<file path="config.mk">
export PLATFORM = sky130hd
export DESIGN_NAME = map_collide_flat
export DESIGN_NICKNAME = d
export VERILOG_FILES = /design/src/rtl/map_collide_if.sv /design/src/rtl/map_collide.sv /design/src/flat_wrapper.sv
export SDC_FILE = /design/constraint.sdc
export NUM_CORES = 1
export LEC_CHECK = 0
export ABC_CLOCK_PERIOD_IN_PS = 6240
export CAP_MARGIN = 20
export CORE_AREA = 2 2 69 103
export CTS_CLUSTER_SIZE = 40
export DETAILED_ROUTE_END_ITERATION = 8
export DIE_AREA = 0 0 71 105
export PLACE_DENSITY = 0.78
export SYNTH_ARGS = -nofsm -noshare
export SYNTH_HDL_FRONTEND = slang
export SYNTH_SLANG_ARGS = --single-unit
</file>
<file path="constraint.sdc">
create_clock -name clock -period 6.24 [get_ports clock]
set_clock_uncertainty 0.05 [all_clocks]
set_input_delay 1.56 -clock clock [delete_from_list [all_inputs] [get_ports clock]]
set_output_delay 1.56 -clock clock [all_outputs]
set_load 0.05 [all_outputs]
</file>
<file path="src/rtl/map_collide_if.sv">
// Request/result handshake and map-memory read port of the collision reader.
// The slave modport is the collision block; master is the requester plus the map memory.
interface map_collide_if;
  logic        req;
  logic [8:0]  query_x;
  logic [7:0]  query_y;
  logic        busy;
  logic        done;
  logic        blocked;
  logic [15:0] mem_addr;
  logic [5:0]  mem_q;

  modport slave (
    input  req, query_x, query_y, mem_q,
    output busy, done, blocked, mem_addr
  );

  modport master (
    output req, query_x, query_y, mem_q,
    input  busy, done, blocked, mem_addr
  );
endinterface

</file>
<file path="src/rtl/map_collide.sv">
// Scans a BOX_W x BOX_H map window row-major for blocking colours; done after N+3 cycles when clear,
// 4+k when pixel k blocks, 2 when out of bounds. req is ignored while busy; nothing is queued.
module map_collide #(
  parameter int         X_INITIAL    = 31,
  parameter int         Y_INITIAL    = 31,
  parameter int         MAP_W        = 256,
  parameter int         MAP_H        = 176,
  parameter int         BOX_W        = 16,
  parameter int         BOX_H        = 16,
  parameter logic [5:0] WALL_COLOUR  = 6'h15,
  parameter logic [5:0] WATER_COLOUR = 6'h0B
) (
  input  logic         clock,
  input  logic         reset,
  map_collide_if.slave bus
);

  localparam int CW = (BOX_W > 1) ? $clog2(BOX_W) : 1;
  localparam int RW = (BOX_H > 1) ? $clog2(BOX_H) : 1;

  typedef enum logic [2:0] {IDLE, CHECK, SCAN, DRAIN, DONE} state_t;

  state_t          state_q;
  logic [8:0]      qx_q;
  logic [7:0]      qy_q;
  logic [7:0]      x_base_q;
  logic [7:0]      y_base_q;
  logic [CW-1:0]   col_q;
  logic [RW-1:0]   row_q;
  logic            vld_q;
  logic            busy_q;
  logic            done_q;
  logic            blocked_q;
  logic [15:0]     mem_addr_q;

  logic [9:0]      x_rel;
  logic [9:0]      y_rel;
  logic            oob;
  logic            col_wrap;
  logic            last;
  logic            hit;
  logic [CW-1:0]   col_d;
  logic [RW-1:0]   row_d;
  logic [15:0]     addr_d;

  // Relative offsets are 10 bits so a query left of/above the map wraps harmlessly; the
  // explicit less-than tests catch that case before the sum tests are trusted.
  assign x_rel = {1'b0, qx_q} - 10'(X_INITIAL);
  assign y_rel = {2'b00, qy_q} - 10'(Y_INITIAL);
  assign oob   = (qx_q < 9'(X_INITIAL)) || (qy_q < 8'(Y_INITIAL)) ||
                 (({1'b0, x_rel} + 11'(BOX_W)) > 11'(MAP_W)) ||
                 (({1'b0, y_rel} + 11'(BOX_H)) > 11'(MAP_H));

  assign col_wrap = (col_q == CW'(BOX_W - 1));
  assign last     = col_wrap && (row_q == RW'(BOX_H - 1));
  assign col_d    = col_wrap ? '0 : col_q + CW'(1);
  assign row_d    = col_wrap ? row_q + RW'(1) : row_q;
  assign addr_d   = {y_base_q + 8'(row_d), x_base_q + 8'(col_d)};
  assign hit      = vld_q && ((bus.mem_q == WALL_COLOUR) || (bus.mem_q == WATER_COLOUR));

  always_ff @(posedge clock) begin
    if (reset) begin
      state_q    <= IDLE;
      qx_q       <= '0;
      qy_q       <= '0;
      x_base_q   <= '0;
      y_base_q   <= '0;
      col_q      <= '0;
      row_q      <= '0;
      vld_q      <= 1'b0;
      busy_q     <= 1'b0;
      done_q     <= 1'b0;
      blocked_q  <= 1'b0;
      mem_addr_q <= '0;
    end else begin
      done_q <= 1'b0;
      vld_q  <= 1'b0;
      case (state_q)
        IDLE: begin
          if (bus.req) begin
            qx_q      <= bus.query_x;
            qy_q      <= bus.query_y;
            blocked_q <= 1'b0;
            busy_q    <= 1'b1;
            state_q   <= CHECK;
          end
        end
        CHECK: begin
          if (oob) begin
            blocked_q <= 1'b1;
            done_q    <= 1'b1;
            state_q   <= DONE;
          end else begin
            col_q      <= '0;
            row_q      <= '0;
            x_base_q   <= x_rel[7:0];
            y_base_q   <= y_rel[7:0];
            mem_addr_q <= {y_rel[7:0], x_rel[7:0]};
            state_q    <= SCAN;
          end
        end
        SCAN: begin
          // On a hit the address already issued is abandoned and mem_addr freezes on it.
          if (hit) begin
            blocked_q <= 1'b1;
            done_q    <= 1'b1;
            state_q   <= DONE;
          end else begin
            vld_q <= 1'b1;
            if (last) begin
              state_q <= DRAIN;
            end else begin
              col_q      <= col_d;
              row_q      <= row_d;
              mem_addr_q <= addr_d;
            end
          end
        end
        DRAIN: begin
          if (hit) begin
            blocked_q <= 1'b1;
          end
          done_q  <= 1'b1;
          state_q <= DONE;
        end
        DONE: begin
          busy_q  <= 1'b0;
          state_q <= IDLE;
        end
        default: begin
          busy_q  <= 1'b0;
          state_q <= IDLE;
        end
      endcase
    end
  end

  assign bus.busy     = busy_q;
  assign bus.done     = done_q;
  assign bus.blocked  = blocked_q;
  assign bus.mem_addr = mem_addr_q;

endmodule
</file>
<file path="src/flat_wrapper.sv">
// flat-port wrapper written by rule: the top's interface ports become plain ports
module map_collide_flat 
#(
  parameter int         X_INITIAL    = 31,
  parameter int         Y_INITIAL    = 31,
  parameter int         MAP_W        = 256,
  parameter int         MAP_H        = 176,
  parameter int         BOX_W        = 16,
  parameter int         BOX_H        = 16,
  parameter logic [5:0] WALL_COLOUR  = 6'h15,
  parameter logic [5:0] WATER_COLOUR = 6'h0B
)
  (clock, reset, bus_req, bus_query_x, bus_query_y, bus_mem_q, bus_busy, bus_done, bus_blocked, bus_mem_addr);
  map_collide_if bus_i ();
  input  logic clock;
  input  logic reset;
  input wire logic [$bits(bus_i.req)-1:0] bus_req;
  input wire logic [$bits(bus_i.query_x)-1:0] bus_query_x;
  input wire logic [$bits(bus_i.query_y)-1:0] bus_query_y;
  input wire logic [$bits(bus_i.mem_q)-1:0] bus_mem_q;
  output wire logic [$bits(bus_i.busy)-1:0] bus_busy;
  output wire logic [$bits(bus_i.done)-1:0] bus_done;
  output wire logic [$bits(bus_i.blocked)-1:0] bus_blocked;
  output wire logic [$bits(bus_i.mem_addr)-1:0] bus_mem_addr;
  assign bus_i.req = bus_req;
  assign bus_i.query_x = bus_query_x;
  assign bus_i.query_y = bus_query_y;
  assign bus_i.mem_q = bus_mem_q;
  assign bus_busy = bus_i.busy;
  assign bus_done = bus_i.done;
  assign bus_blocked = bus_i.blocked;
  assign bus_mem_addr = bus_i.mem_addr;
  map_collide #(.X_INITIAL(X_INITIAL), .Y_INITIAL(Y_INITIAL), .MAP_W(MAP_W), .MAP_H(MAP_H), .BOX_W(BOX_W), .BOX_H(BOX_H), .WALL_COLOUR(WALL_COLOUR), .WATER_COLOUR(WATER_COLOUR)) u_core (.clock(clock), .reset(reset), .bus(bus_i));
endmodule
</file>
==> out/qor.txt, run 1 <==
F_max: 233 MHz
P_int: 0.000634 W
I/O Pins: 45
Initial antenna violation count: 0
Hold Path Class: flip-flop to flip-flop
Synth warn: 0
CP Class: flip-flop to flip-flop
Core area: 6530 um2
Vias per cell: 5.73
Sink Count: 64
Commonest non-fill, non-tap cell in the layout: nand2_1
Area contributors post-synth: dfxtp_1 (35%), nand2_1 (8.0%), mux2i_1 (6.6%)
Net Sw Frac: 0.267
Fin. Hold Viols: 0
Yosys cell types: 60
Layout cells sized above 1: 0.0579
Initial core utilization: 0.557
Final setup vio count: 0
Worst vdd ir: 0.139 mV
Die span in x: 71 um
Psw: 0.000231 W
Buffer count from post-CTS setup fixing: 0
Yosys top cell by area: dfxtp_1
CP max FO: 30
Pre-CTS setup slack: 2.09 ns
CP Launch Type: flip-flop
Number of flops mapped to enable cells by yosys: 0
Final WS setup: 1.94 ns
N_diodes: 0
Vias in the first global route: 2865
Post-synthesis cell count: 436
LEAKAGE: 1.75 nW
Most frequent cells in the layout: nand2_1 (78), dfxtp_1 (64), clkdlybuf4s50_1 (43)
Synthesis-to-finish area growth: 16.1%
Worst Reg-to-Reg Cells: 13
Site Rows: 36
Die area: 7460 um2
GR Util All Layers: 0.217
Total number of vias: 3107
Drt pass-1 iters: 5
Register-to-register setup slack: 1.94 ns
Area share of the largest cell type after synthesis: 0.352
Max_cap viols: 0
Area of the mapped netlist: 3640 um2
Antenna viol nets, final: 0
# H-tree levels: 3
Reg2reg end: u_core.bus.mem_addr[2]
Required @ worst endpoint: 6.43 ns
Routability cong.: 0.902
Combinational fraction of design power: 0.128
Worst-path clk slew: 0.07 ns
Worst reg2reg startpoint: u_core.qy_q[0]
Setup TNS: 0 ns
Final WL: 7640 um
DP Wirelength: 5360 um
Largest net degree at the start of global routing: 59
Worst-Skew Late Latency: 0.36 ns
Power share of the clock group: 0.366
Reg power frac: 0.506
Prevailing post-synth register cell: dfxtp_1
Max Slew Vio Count: 0
Mean Syn Cell Area: 8.35 um2
Rel. slew slack: 0.283
Final core utilization: 0.647
Slew @ Worst Pin: 1.08 ns
Critical path capture point: u_core.bus.mem_addr[2]
Grt ovf: 0
# hold bufs at CTS: 0
CP Capture Type: flip-flop
Cts bufs inserted: 9
Worst setup path startpoint: u_core.qy_q[0]
Final period util: 0.688
CTS tree: built
IO buf count: 44
Post-synthesis net count: 478
Filler cell count in the final layout: 562
Yosys reg bits: 64
Post-route cell area: 4230 um2
DR DRC count: 0
Fin nets: 504
Chip height: 105 um
PD cells: 205 nW/um2
WL per Instance: 14.1 um
Clock buffer depth: 2
Global-route wire length before repair: 13000 um
Status: finished clean
CP arrival: 4.49 ns
Resize count post-CTS: 0
Clk root buf: clkbuf_8
Tmin final: 4.30 ns
FFs w/ async S/R, synth: 0
RSZ-0062 raised after global routing: no
Sequential area share after synthesis: 0.352
Placed inst area: 4060 um2
Initial DRC count: 200
==> area by class of cell <==
cell class	instances	area, um2	share of cell area
Timing Repair Buffer	48	465	0.110
Inverter	8	30.0	0.00710
Sequential cell	64	1280	0.303
Multi-Input combinational cell	331	2190	0.518
Clock buffer	15	166	0.0394
Tap cell	76	95.1	0.0225
==> layer usage <==
| layer | track usage | wire (um) |
|---|---|---|
| met1 | 0.269 | 3280 |
| met2 | 0.358 | 3770 |
| met3 | 0.0328 | 397 |
| met4 | 0.112 | 195 |
| met5 | 0 | 0 |
==> stage by stage <==
step           cells  hold slack, ns  total power, W
6_report         542           0.408        0.000865
3_5_place_dp     527           0.399        0.000558
3_3_place_gp     527           0.396        0.000556
4_1_cts          542           0.408        0.000868
2_1_floorplan    436           0.390        0.000521
5_1_grt          542           0.428        0.000896
==> critical path: stages (launching register included) <==
cell and delay [ns]:
dfxtp_1 0.50, ha_1 0.34, nand3_1 0.20, xnor2_1 0.44, inv_1 0.09, ha_1 0.21, nand3_1 0.09, o31ai_1 0.08
o21a_1 0.18, o21a_1 0.20, o2111ai_4 0.47, buf_4 0.45, nand2_1 0.46, mux2_2 0.41
==> flip-flops by register name, indices dropped and copies added (netlist names) <==
signal and cells:
u_core.vld_q 1, u_core.bus.done 1, u_core.y_base_q 8, u_core.bus.mem_addr 16
u_core.bus.busy 1, u_core.col_q 4, u_core.row_q 4, u_core.x_base_q 8
u_core.bus.blocked 1, u_core.qy_q 8, u_core.qx_q 9, u_core.state_q 3
==> cells in the mapped netlist (all sizes together), types with 3 or more instances <==
| cell | n |
|---|---|
| a211o | 4 |
| a211oi | 5 |
| a21o | 3 |
| a21oi | 37 |
| a221oi | 6 |
| a41o | 11 |
| buf | 12 |
| clkbuf | 21 |
| dfxtp | 64 |
| ha | 14 |
| inv | 8 |
| mux2i | 24 |
| nand2 | 78 |
| nand2b | 4 |
| nand3 | 10 |
| nand4 | 3 |
| nor2 | 35 |
| nor2b | 4 |
| nor3 | 6 |
| o2111ai | 3 |
| o211ai | 5 |
| o21ai | 12 |
| or2 | 3 |
| or3 | 3 |
| xnor2 | 14 |
| xor2 | 15 |
==> worst min path at each step <==
stage	end	depth (start not counted)	from	slack [ns]
floorplan	u_core.x_base_q[0]	2	u_core.x_base_q[0]	0.39
global placement	u_core.bus.mem_addr[6]	2	u_core.bus.mem_addr[6]	0.40
detailed placement	u_core.bus.mem_addr[15]	2	u_core.bus.mem_addr[15]	0.40
CTS	u_core.bus.mem_addr[15]	2	u_core.bus.mem_addr[15]	0.41
global route	u_core.bus.mem_addr[15]	2	u_core.bus.mem_addr[15]	0.43
finish	u_core.bus.mem_addr[8]	2	u_core.bus.mem_addr[8]	0.41
==> power by group through the flow <==
stage	Sequential, W	Clock [W]	Combinational, W
2_1_floorplan	0.000447	0	0.0000741
3_3_place_gp	0.000445	0	0.000110
3_5_place_dp	0.000446	0	0.000111
4_1_cts	0.000437	0.000320	0.000112
5_1_grt	0.000439	0.000334	0.000123
6_report	0.000438	0.000316	0.000111
==> kinds of logic after synthesis <==
family                   after synthesis  synth area share
flip-flops                            64             0.352
multiplexers                          25            0.0691
adder cells (fa/ha/maj)               16            0.0591
AO/OA/AOI/OAI                        102             0.203
XOR/XNOR                              29            0.0698
AND/OR/NAND/NOR                      159             0.199
buffers and inverters                 41            0.0481
Power figures use the tool's default switching activity.
==> run 2: changes to the inputs <==
- ABC_CLOCK_PERIOD_IN_PS: 6240 -> 3580
- CORE_AREA: 2 2 69 103 -> 2 2 73 110
- DIE_AREA: 0 0 71 105 -> 0 0 75 112
- PLACE_DENSITY: 0.78 -> 0.72
- clock period: 6.24 -> 3.58 ns (I/O delays scaled with it)
==> run 2 against run 1 <==
Global-route usage down 0.35 points. Worst setup slack worse by 1.6 ns. Critical path depth up 1. Register-to-register slack worse by 1.6 ns. Combinational power up 80%. First-iteration DRC count down 8.0%. Critical endpoint is now u_core.bus.mem_addr[4]. Largest cell class unchanged.
==> out/qor.txt, run 2 (synthesis gave the netlist of run 1 again) <==
Status: finished clean
Worst reg2reg startpoint: u_core.qy_q[0]
Register-to-register setup slack: 0.34 ns (-1.60 ns)
Global-route wire length before repair: 14000 um (+7.9%)
Vias in the first global route: 3136 (+9.5%)
Slew @ Worst Pin: 0.749 ns (-0.326 ns)
F_max: 309 MHz (+33%)
Core area: 7470 um2 (+14%)
Drt pass-1 iters: 4 (-1)
Grt ovf: 0 (unchanged)
N_diodes: 0 (unchanged)
Initial antenna violation count: 0 (unchanged)
CP max FO: 19 (-37%)
Largest net degree at the start of global routing: 35 (-41%)
Max reg flops: 16 (unchanged)
Vias per cell: 5.50 (-4.0%)
Initial DRC count: 184 (-8.0%)
Antenna viol nets, final: 0 (unchanged)
Pre-CTS setup slack: 0.291 ns (-1.80 ns)
Die area: 8400 um2 (+13%)
Min Hold Slack: 0.407 ns (-0.000999 ns)
CP Capture Type: flip-flop
Placed insts: 558 (+5.9%)
Routability cong.: 0.856 (-5.1%)
Final WS setup: 0.344 ns (-1.60 ns)
Final setup vio count: 0 (unchanged)
Final WL: 8150 um (+6.6%)
Critical path capture point: u_core.bus.mem_addr[4]
CTS tree: built
Cts bufs inserted: 9 (unchanged)
# hold bufs at CTS: 0 (unchanged)
Rel. slew slack: 0.500 (+0.217)
Initial core utilization: 0.488 (-0.0698)
RSZ-0062 raised after global routing: no
DR DRC count: 0 (unchanged)
Clk root buf: clkbuf_16
Clock buffer depth: 2 (unchanged)
Fin nets: 509 (+0.99%)
Layout cells sized above 1: 0.0763 (+0.0183)
Tmin final: 3.24 ns (-1.06 ns)
Worst Reg-to-Reg Cells: 14 (+1)
Final period util: 0.904 (+0.216)
Reg2reg end: u_core.bus.mem_addr[4]
Post-route cell area: 4430 um2 (+4.9%)
Final cell count without fillers: 574 (+5.9%)
Worst vdd ir: 0.278 mV (+99%)
CP Launch Type: flip-flop
Worst-Skew Late Latency: 0.33 ns (-0.03 ns)
Die span in x: 75 um (+5.6%)
Commonest non-fill, non-tap cell in the layout: nand2_1
CP arrival: 3.46 ns (-1.03 ns)
Hold Path Class: flip-flop to flip-flop
Synthesis-to-finish area growth: 21.8%
Most frequent cells in the layout: nand2_1 (77), dfxtp_1 (64), clkdlybuf4s50_1 (43)
Placed inst area: 4130 um2 (+1.7%)
Chip height: 112 um (+6.7%)
CP Class: flip-flop to flip-flop
Max Slew Vio Count: 0 (unchanged)
Max_cap viols: 0 (unchanged)
Sink Count: 64 (unchanged)
Site Rows: 39 (+8.3%)
DP Wirelength: 5820 um (+8.4%)
GR Util All Layers: 0.213 (-0.00348)
Total number of vias: 3158 (+1.6%)
Worst setup path startpoint: u_core.qy_q[0]
PD cells: 416 nW/um2 (+100%)
I/O Pins: 45 (unchanged)
Worst-path clk slew: 0.05 ns (-0.02 ns)
WL per Instance: 14.2 um (+0.66%)
Required @ worst endpoint: 3.81 ns (-2.62 ns)
IO buf count: 44 (unchanged)
Fin. Hold Viols: 0 (unchanged)
LEAKAGE: 1.84 nW (+5.1%)
Setup TNS: 0 ns (unchanged)
# H-tree levels: 3 (unchanged)
==> run 2: cell types whose count changed in the layout (fill, tap and decap cells not counted) <==
cell	previous run	this run
nand2_2	0	1
clkinv_2	0	2
nand2_1	78	77
buf_4	4	9
bufinv_16	0	1
clkbuf_16	0	9
clkbuf_8	11	2
clkbuf_1	4	2
==> run 2: repair_timing <==
action | 4_1_cts | 5_1_grt
buffers inserted | 0 | 0
resized for setup | 0 | 1
setup endpoints to repair | 0 | 1
==> run 2: worst min path at each step <==
| stage | startpoint | to | cells past startpoint | slack [ns] |
|---|---|---|---|---|
| floorplan | u_core.x_base_q[0] | u_core.x_base_q[0] | 2 | 0.39 |
| global placement | u_core.y_base_q[0] | u_core.y_base_q[0] | 2 | 0.40 |
| detailed placement | u_core.bus.mem_addr[8] | u_core.bus.mem_addr[8] | 2 | 0.40 |
| CTS | u_core.bus.mem_addr[8] | u_core.bus.mem_addr[8] | 2 | 0.41 |
| global route | u_core.bus.mem_addr[6] | u_core.bus.mem_addr[6] | 2 | 0.43 |
| finish | u_core.bus.mem_addr[15] | u_core.bus.mem_addr[15] | 2 | 0.41 |
==> run 2: power by group <==
part	internal (W)	total [W]	leakage [nW]	switching (W)
Sequential	0.000734	0.000764	0.519	0.0000297
Combinational	0.0000885	0.000200	1.17	0.000112
Clock	0.000574	0.000880	0.150	0.000306
Total	0.00140	0.00184	1.84	0.000447
==> run 2: routing by layer <==
layer,GRT usage,share of wire,wire (um)
met3,0.0561,0.034,281
met4,0.0857,0.022,182
met5,0,0,0
met2,0.353,0.51,4150
met1,0.255,0.43,3540
==> run 2: final cells by class <==
cell class,count,area (um2)
inverter,8,30.0
timing repair buffer,53,503
fill,677,3030
sequential,64,1280
multi-input combinational,331,2190
tap,102,128
clock inverter,3,40.0
clock buffer,13,260
==> run 2: worst max-delay path, cell delays in order, from the launching register on <==
cell and delay [ns]:
dfxtp_1 0.48, ha_1 0.33, nand3_1 0.17, xnor2_1 0.16, buf_4 0.16, inv_1 0.06
ha_1 0.14, nand3_1 0.08, o31ai_1 0.31, o21a_1 0.15, o21a_1 0.17, o2111ai_4 0.14
buf_4 0.26, a221oi_1 0.37, a41o_1 0.13
==> run 2: per-stage QoR <==
step / util / total power, W
after floorplan: - / 0.000908
after global placement: 0.553 / 0.000974
after detailed placement: 0.553 / 0.000980
after CTS: 0.594 / 0.00186
after global routing: 0.594 / 0.00192
final: 0.594 / 0.00184
